### src/rtl/ad2_scan_sched_if.sv
// ad2_scan_sched_if: configure/acquire handshake and sample bus between the scan scheduler and ad2adc
interface ad2_scan_sched_if;
    logic        adccf;
    logic        cfadc;
    logic [7:0]  adcconf;
    logic        adcdav;
    logic        davadc;
    logic [11:0] adcdata;
    logic [1:0]  adcch;
    modport master (output adccf, adcconf, adcdav, input cfadc, davadc, adcdata, adcch);
    modport slave  (input adccf, adcconf, adcdav, output cfadc, davadc, adcdata, adcch);
endinterface

### src/rtl/ad2_scan_sched.sv
// ad2_scan_sched: scans enabled ADC channels, averages 2^AVG_LOG2 samples each, holds one result per channel
module ad2_scan_sched #(
    parameter int         AVG_LOG2 = 0,
    parameter int         TIMEOUT  = 4095,
    parameter logic [3:0] CONF_LO  = 4'h0
) (
    input  logic                    clk,
    input  logic                    rst,
    ad2_scan_sched_if.master        adc,
    input  logic                    run,
    input  logic [3:0]              chmask,
    input  logic [1:0]              rdsel,
    output logic [11:0]             rddata,
    output logic [3:0]              valid,
    output logic                    busy,
    output logic                    scan_done,
    output logic                    err,
    output logic [1:0]              errcode,
    input  logic                    errclr
);
    localparam int AW = 12 + AVG_LOG2;
    localparam int NW = AVG_LOG2 + 1;
    localparam int TW = $clog2(TIMEOUT + 1);
    localparam logic [NW-1:0] NLAST = NW'((1 << AVG_LOG2) - 1);
    localparam logic [TW-1:0] TLAST = TW'(TIMEOUT - 1);

    typedef enum logic [2:0] {IDLE, CONF, CFREL, ACQ, DVREL, STORE, NEXT} state_t;

    state_t        state, state_d;
    logic [1:0]    ch, ch_d, first, nxt;
    logic [TW-1:0] tcnt;
    logic [AW-1:0] acc, acc_sum;
    logic [NW-1:0] n;
    logic [11:0]   cap_data;
    logic [1:0]    cap_ch;
    logic [11:0]   result [4];
    logic          tmo, wrap, mism, last, abort;

    assign busy = state != IDLE;

    always_comb begin
        first = 2'd0;
        nxt = ch;
        for (int i = 3; i >= 0; i--) if (chmask[2'(i)]) first = 2'(i);
        // smallest forward offset wins; falls back to ch itself when it is the only one enabled
        for (int i = 3; i >= 1; i--) if (chmask[ch + 2'(i)]) nxt = ch + 2'(i);
        wrap = nxt <= ch;
        tmo = tcnt == TLAST;
        mism = cap_ch != ch;
        last = n == NLAST;
        acc_sum = acc + AW'(cap_data);
        state_d = state;
        ch_d = ch;
        case (state)
            IDLE: if (run && |chmask && !adc.cfadc && !adc.davadc) begin
                state_d = CONF;
                ch_d = first;
            end
            CONF:  state_d = adc.cfadc ? CFREL : tmo ? IDLE : CONF;
            CFREL: state_d = !adc.cfadc ? ACQ : tmo ? IDLE : CFREL;
            ACQ:   state_d = adc.davadc ? DVREL : tmo ? IDLE : ACQ;
            DVREL: state_d = !adc.davadc ? STORE : tmo ? IDLE : DVREL;
            STORE: state_d = (mism || last) ? NEXT : ACQ;
            NEXT: begin
                ch_d = nxt;
                state_d = (run && |chmask) ? CONF : IDLE;
            end
            default: state_d = IDLE;
        endcase
        abort = (state inside {CONF, CFREL, ACQ, DVREL}) && state_d == IDLE;
    end

    always_ff @(posedge clk or posedge rst)
        if (rst) state <= IDLE;
        else state <= state_d;

    always_ff @(posedge clk or posedge rst) begin
        if (rst) begin
            ch <= '0;
            tcnt <= '0;
            acc <= '0;
            n <= '0;
            cap_data <= '0;
            cap_ch <= '0;
            for (int i = 0; i < 4; i++) result[i] <= '0;
            valid <= '0;
            rddata <= '0;
            scan_done <= 1'b0;
            err <= 1'b0;
            errcode <= 2'b00;
            adc.adccf <= 1'b0;
            adc.adcdav <= 1'b0;
            adc.adcconf <= 8'h00;
        end else begin
            ch <= ch_d;
            tcnt <= (state_d != state) ? '0 : tcnt + TW'(1);
            adc.adccf <= state_d == CONF;
            adc.adcdav <= state_d == ACQ;
            if (state_d == CONF) adc.adcconf <= {4'(1 << ch_d), CONF_LO};
            if (state == ACQ && adc.davadc) begin
                cap_data <= adc.adcdata;
                cap_ch <= adc.adcch;
            end
            scan_done <= state == NEXT && wrap && |chmask;
            if (state == STORE) begin
                acc <= (mism || last) ? '0 : acc_sum;
                n <= (mism || last) ? '0 : n + NW'(1);
                if (!mism && last) begin
                    result[ch] <= acc_sum[AVG_LOG2 +: 12];
                    valid[ch] <= 1'b1;
                end
            end
            if (abort) begin
                acc <= '0;
                n <= '0;
            end
            rddata <= result[rdsel];
            if (abort) {err, errcode} <= 3'b101;
            else if (state == STORE && mism) {err, errcode} <= 3'b110;
            else if (errclr) {err, errcode} <= 3'b000;
        end
    end
endmodule

### src/flat_wrapper.sv
// flat-port wrapper written by rule: the top's interface ports become plain ports
module ad2_scan_sched_flat 
#(
    parameter int         AVG_LOG2 = 0,
    parameter int         TIMEOUT  = 4095,
    parameter logic [3:0] CONF_LO  = 4'h0
)
  (clk, rst, run, chmask, rdsel, rddata, valid, busy, scan_done, err, errcode, errclr, adc_adccf, adc_adcconf, adc_adcdav, adc_cfadc, adc_davadc, adc_adcdata, adc_adcch);
  ad2_scan_sched_if adc_i ();
  input  logic clk;
  input  logic rst;
  input  logic run;
  input  logic [3:0] chmask;
  input  logic [1:0] rdsel;
  output logic [11:0] rddata;
  output logic [3:0] valid;
  output logic busy;
  output logic scan_done;
  output logic err;
  output logic [1:0] errcode;
  input  logic errclr;
  output wire logic [$bits(adc_i.adccf)-1:0] adc_adccf;
  output wire logic [$bits(adc_i.adcconf)-1:0] adc_adcconf;
  output wire logic [$bits(adc_i.adcdav)-1:0] adc_adcdav;
  input wire logic [$bits(adc_i.cfadc)-1:0] adc_cfadc;
  input wire logic [$bits(adc_i.davadc)-1:0] adc_davadc;
  input wire logic [$bits(adc_i.adcdata)-1:0] adc_adcdata;
  input wire logic [$bits(adc_i.adcch)-1:0] adc_adcch;
  assign adc_adccf = adc_i.adccf;
  assign adc_adcconf = adc_i.adcconf;
  assign adc_adcdav = adc_i.adcdav;
  assign adc_i.cfadc = adc_cfadc;
  assign adc_i.davadc = adc_davadc;
  assign adc_i.adcdata = adc_adcdata;
  assign adc_i.adcch = adc_adcch;
  ad2_scan_sched #(.AVG_LOG2(AVG_LOG2), .TIMEOUT(TIMEOUT), .CONF_LO(CONF_LO)) u_core (.clk(clk), .rst(rst), .adc(adc_i), .run(run), .chmask(chmask), .rdsel(rdsel), .rddata(rddata), .valid(valid), .busy(busy), .scan_done(scan_done), .err(err), .errcode(errcode), .errclr(errclr));
endmodule
### config.mk
export PLATFORM = sky130hd
export DESIGN_NAME = ad2_scan_sched_flat
export DESIGN_NICKNAME = d
export VERILOG_FILES = /design/src/rtl/ad2_scan_sched_if.sv /design/src/rtl/ad2_scan_sched.sv /design/src/flat_wrapper.sv
export SDC_FILE = /design/constraint.sdc
export NUM_CORES = 1
export LEC_CHECK = 0
export ABC_AREA = 1
export BUFFER_PORTS_ARGS = -buffer_cell sky130_fd_sc_hd__buf_4
export CORE_MARGIN = 4
export CORE_UTILIZATION = 39
export CTS_BUF_LIST = sky130_fd_sc_hd__clkbuf_2
export DETAILED_ROUTE_END_ITERATION = 10
export PLACE_DENSITY_LB_ADDON = 0.3
export REMOVE_ABC_BUFFERS = 1
export SYNTH_ARGS = -nofsm -noshare
export SYNTH_HDL_FRONTEND = slang
export SYNTH_SLANG_ARGS = --single-unit
### constraint.sdc
create_clock -name clk -period 3.3 [get_ports clk]
set_clock_uncertainty 0.15 [all_clocks]
set_input_delay 0.165 -clock clk [delete_from_list [all_inputs] [get_ports clk]]
set_output_delay 0.165 -clock clk [all_outputs]
set_load 0.03 [all_outputs]
Word-level counts from Yosys, hierarchy flattened:

Index checks and enable logic that the tools add are counted.

* memories: 0
* output and inout port bits: 31
* logic and storage cells: 119
* latch bits: 0
* flip-flop bits (word level): 118
* bits of input ports: 26
* ROM bits: 0
* bits in writable memories: 0

* bitwise logic cells: 4
* multipliers: 0
* div/mod/pow operators: 0
* eq/ne operators: 11
* $lt $le $gt $ge: 9
* muxes and demuxes: 46
* reduce and logical (&&, ||, !) cells: 23
* shift-type cells: 1
* add/sub/neg operators: 6

Operator list (count)
* 12-bit 2-to-1 mux: 7
* 48-bit bitwise mux: 1
* 12-bit binary-select mux with 2-bit select: 1
* 12-bit demux with 2-bit select: 1
* 2-bit 2-to-1 mux: 11
* 3-bit 2-to-1 mux: 7
* 3-bit case mux with 7 select lines: 1
* 12-bit by 1-bit adder with 12-bit output (second input constant): 1
* 12-bit adder: 1
* 12-bit equality test (second input constant): 1
* 2-bit by 3-bit less-than comparator with 1-bit output (second input constant): 4
* 1-bit 2-to-1 mux: 12
* 1-bit logical AND: 11
* 3-bit by 2-bit equality test with 1-bit output (second input constant): 3
* 3-bit equality test (second input constant): 3
* 1-bit binary-select mux with 2-bit select: 3
* 3-bit by 1-bit equality test with 1-bit output (second input constant): 2
* 3-bit greater-or-equal comparator (second input constant): 2
* 3-bit logical NOT: 2
* 2-bit NOT with 3-bit output: 2
* 3-bit nonzero test: 2
* 2-bit adder (second input constant): 2
* 4-bit OR: 1
* 2-bit case mux with 2 select lines: 1
* 16 further kinds: 18

Depth between registers and ports, before layout:

* depth in word-level cells: 9
* gate-level depth with buffers: 16
* mapped depth without buffers: 15

Least setup slack after synthesis:

No wires, ideal clock.

* path type: register to register
* start point: register u_core.acc[0]
* end point: register u_core.acc[6]
* stages on the path, launching flop included: 9
* setup time: 0.065 ns
* setup slack: 1.212 ns
* path buffers: 0
* arrival time: 1.873 ns
* clock period less this slack: 2.088 ns
* data required time: 3.085 ns
* cell sequence: dfrtp_1 ha_1 inv_1 fa_1 o21ai_0 a21oi_1 xor2_1 or2_2 nand2_1

* longest elaborated chain between the ends: 4

Ends and longest elaborated chain
* start, declared: RTL line ad2_scan_sched.sv:32 `logic [AW-1:0] acc, acc_sum;`
* start signal, assigned: RTL line ad2_scan_sched.sv:106 `acc <= (mism || last) ? '0 : acc_sum;`
* 12-bit adder: RTL line ad2_scan_sched.sv:51 `acc_sum = acc + AW'(cap_data);`
* 12-bit 2-to-1 mux: RTL line ad2_scan_sched.sv:106
* 12-bit 2-to-1 mux: RTL line ad2_scan_sched.sv:105 `if (state == STORE) begin`
* 12-bit 2-to-1 mux: RTL line ad2_scan_sched.sv:113 `if (abort) begin`

Every way passes these cells. The select of a mux whose other input is x is not followed.
A chain may end at the register's enable or synchronous reset.

Worst setup path after layout:

* start point: input chmask[0]
* end point: register u_core.err

* longest elaborated chain between the ends: 9
* elaborated cells on any way between the ends: 11
* classes of those cells: mux (4); reduce/logical (7)

Ends and longest elaborated chain
* start, declared: RTL line flat_wrapper.sv:13 `input logic [3:0] chmask;`
* 4-bit OR reduction (*): RTL line ad2_scan_sched.sv:55, ad2_scan_sched.sv:66
* 1-bit logical AND (*): RTL line ad2_scan_sched.sv:55, ad2_scan_sched.sv:66
* 1-bit logical AND (2 in series): RTL line ad2_scan_sched.sv:55 `IDLE: if (run && |chmask && !adc.cfadc && !adc.davadc) begin`
* 3-bit 2-to-1 mux: RTL line ad2_scan_sched.sv:55
* 3-bit case mux with 7 select lines (*): RTL line ad2_scan_sched.sv:54 `case (state)`
* 3-bit logical NOT (*): RTL line ad2_scan_sched.sv:70 `abort = (state inside {CONF, CFREL, ACQ, DVREL}) && state_d == IDLE;`
* 1-bit logical AND (*): RTL line ad2_scan_sched.sv:70
* 3-bit nonzero test (no source line) / 1-bit 2-to-1 mux (equally long branches)
* end signal, assigned: RTL line ad2_scan_sched.sv:89 `err <= 1'b0;`
* end signal, assigned: RTL line ad2_scan_sched.sv:118 `if (abort) {err, errcode} <= 3'b101;`
* end signal, assigned: RTL line ad2_scan_sched.sv:119 `else if (state == STORE && mism) {err, errcode} <= 3'b110;`
* end, declared: RTL line ad2_scan_sched.sv:17 `output logic err,`

Mark *: on every way between the ends. The rest lies on a longest branch, timed or not.

==> results.ini <==
[worst_setup_path]
critPathKind = in2reg
worstSetupEndpointType = flip-flop
cp_max_fo = 15
crit_buf_inv = 5
required_ps = 3760
cp-start-kind = input port
slowest_stage = dlygate4sd3_1
path_cells = dlygate4sd3_1 > buf_4 > nor2_1 > nand3_1 > dlygate4sd3_1 > nand3_1 > nand3_2 > dlygate4sd3_1 > nor2_4 > nand3_4 > dlygate4sd3_1 > nand2_1
cp.arrival_ps = 3620
slowest_delay_ps = 640
cp_common_cell = dlygate4sd3_1
cp_top_family = buffers and inverters

[synthesis]
synth-edff-count = 0
synth_area_per_cell_sq_um = 8.23
yosys_register_bits = 118
synthArstFlopShare_pct = 100
yosys.area.top_type = dfrtp_1
synth_common_cells = 215 x nand2_1, 118 x dfrtp_1, 62 x o21ai_0
ys_top_cells_by_area = dfrtp_1 49%, nand2_1 13%, o21ai_0 5.2%, nand3_1 4.7%, ha_1 4.0%
yosysMostFrequentCell = nand2_1
ys_warn_count = 0
syn_area_sq_mm = 0.00598
ys_seq_area_share_pct = 49.3
synth_cell_types = 37
synth_ff_type = dfrtp_1
synth_top_area_share_pct = 49.3
synthCells = 727

[final_layout]
multi_input_area_sq_mm = 0.00267
area_growth_pct = 20.6
fillCellCount = 1516
stdcell_area_sq_mm = 0.00722
ff_latch_area_sq_mm = 0.00296
antenna_cells = 0
drive_gt1_share_pct = 16.3
final_nets = 880

[route]
vias = 5128
routed-wl-met2_um = 6640
postRouteAntennaNets = 0
drt-met1-wl_um = 6630
drc = 0
highest_layer = met4
wl_met3_um = 581
drtPass1Iterations = 5
drt-total-wl_um = 14000
wire_per_inst_um = 13.5
routed_via_density = 4.95
drt-initial-drc-count = 377

[clock_tree]
insertion_delay_ps = 660
htree_levels = 4
clkSlewWorstSetupHoldPaths_ps = 170
clkSinkCount = 118
cts.path.max_buffers = 2
clockRootBuffer = clkbuf_2
cts_tree = built
cts_buffers = 17

[grt]
grt_pass1_vias = 5070
grt_usage_pct = 17.1
antenna_found_initial = 0
overflow = 0
grt_max_degree = 96
grt_pass1_wl_um = 24300

[placement]
dp_hpwl_um = 9490
portBuffers = 52
dpl-instance-area_sq_mm = 0.00652
gp_congestion = 0.838

[run]
maxCapViolCount = 0

[timing]
min_period_over_period_pct = 96.0
worst_pin_slew_ps = 775
fin_crit_ps = 3170
max_freq_mhz = 316
rsz0062_at_grt = no
finalMaxSlewViolations = 0
slew-limit-headroom_pct = 48.3
worst_hold_slack_ps = 96.6
finalHoldViolations = 0
finalSetupViolCount = 0

[outcome]
outcome = completed

[power_and_ir_drop]
ir_drop_uv = 443
p_leak_nw = 3.69
power.density_mw_per_mm2 = 701

[floorplanning]
fp.dieH_um = 132
core_area_sq_mm = 0.0151
die_w_um = 132
initial_core_util_pct = 39.7
rows = 45
io_pins = 57
die_area_sq_mm = 0.0174

[hold_path]
hp-class = in2reg

worst reg2reg max path, stage by stage (launching register included):
cell and delay [ps]:
dfrtp_2 550, inv_4 90, nand2_1 70, nand2_1 60, dlygate4sd3_1 570, a21oi_1 120, dlygate4sd3_1 560, nand2_1 70
nand3_1 90, nand2_1 110, dlygate4sd3_1 580
final timing paths:
| check | slack (ps) | start | endpoint | cells past startpoint |
|---|---|---|---|---|
| max | 130 | chmask[0] | u_core.err | 12 |
| min | 100 | chmask[2] | u_core.adc.adcconf[7] | 9 |
| max reg2reg | 180 | u_core.ch[0] | u_core.ch[1] | 10 |
| min reg2reg | 340 | u_core.valid[1] | u_core.valid[1] | 1 |
| max in group asynchronous | 1700 | rst | u_core.ch[0] | 5 |
| min in group asynchronous | 460 | rst | u_core.errcode[1] | 4 |
routing by layer:
metal / track usage [%] / vias up
met5: 0 / -
met4: 5.13 / 0
met3: 3.89 / 9
met2: 27.7 / 107
met1: 22.9 / 2466
li1: - / 2546
through the flow:
step / total power, mW / setup TNS, ps / setup WS (ps) / instances / util (%)
final: 5.06 / 0 / 132 / 1035 / 47.8
after global routing: 5.52 / 0 / 10.5 / 1035 / 47.8
after CTS: 5.09 / 0 / 126 / 1035 / 47.8
after detailed placement: 4.21 / 0 / 804 / 950 / 43.2
after global placement: 4.19 / 0 / 824 / 950 / 43.2
after floorplan: 3.60 / -17010 / -144 / 709 / -
state kept, by name (all words and copies together) (netlist names), 3 cells and up:
signal              cells
u_core.result          48
u_core.cap_data        12
u_core.rddata          12
u_core.acc             12
u_core.valid            4
u_core.state            3
u_core.tcnt            12
u_core.adc.adcconf      4
where the power goes:
part / internal [mW] / switching, mW / leakage (nW) / total, mW
registers: 1.84 / 0.264 / 1.58 / 2.10
logic: 0.830 / 1.41 / 1.99 / 2.24
clock network: 0.188 / 0.529 / 0.113 / 0.717
layout make-up:
type | count | share of cell area [%]
Clock inverter | 12 | 0.884
Inverter | 67 | 3.55
Sequential cell | 118 | 40.9
Multi-Input combinational cell | 524 | 36.9
Clock buffer | 20 | 1.39
Timing Repair Buffer | 106 | 13.0
Tap cell | 188 | 3.26
what timing repair did:
| action | in CTS | in global routing |
|---|---|---|
| resized for setup | 0 | 4 |
| hold buffers | 53 | 0 |
| hold endpoints to repair | 165 | 0 |
| setup endpoints to repair | 0 | 4 |
| setup buffers | 0 | 0 |
cells in the final DEF (no fill, tap or decap), types with 2 or more instances in the layout:
master,netlist,final
buf_4,5,52
xor2_1,14,14
nor2_2,14,16
nand2_1,215,215
clkinv_2,0,5
o22ai_1,11,11
clkinvlp_4,0,2
nor2_4,3,3
a31oi_1,2,2
xnor2_1,4,4
o21ai_1,3,3
clkbuf_2,0,20
dfrtp_2,0,2
clkinv_1,2,6
nand4_1,5,5
dlygate4sd3_1,0,53
dfrtp_1,118,116
ha_1,19,19
conb_1,1,4
inv_2,3,3
o21ai_0,62,62
inv_4,1,2
a21oi_1,15,15
or2_2,9,9
inv_1,61,60
nand3_2,9,9
nor2_1,59,57
nand3_1,56,56
nand2_2,10,10
logic make-up after synthesis:
family	Yosys count	share of synthesized area [%]
and+or+nand+nor	386	28.9
DFF	118	49.3
AOI/OAI and AO/OA	96	8.45
buffers and inverters	88	6.36
adders and majority gates	20	4.31
xor gates and xnor gates	18	2.63
other	1	0.0627
No activity file was read; power rests on OpenSTA's default activity.
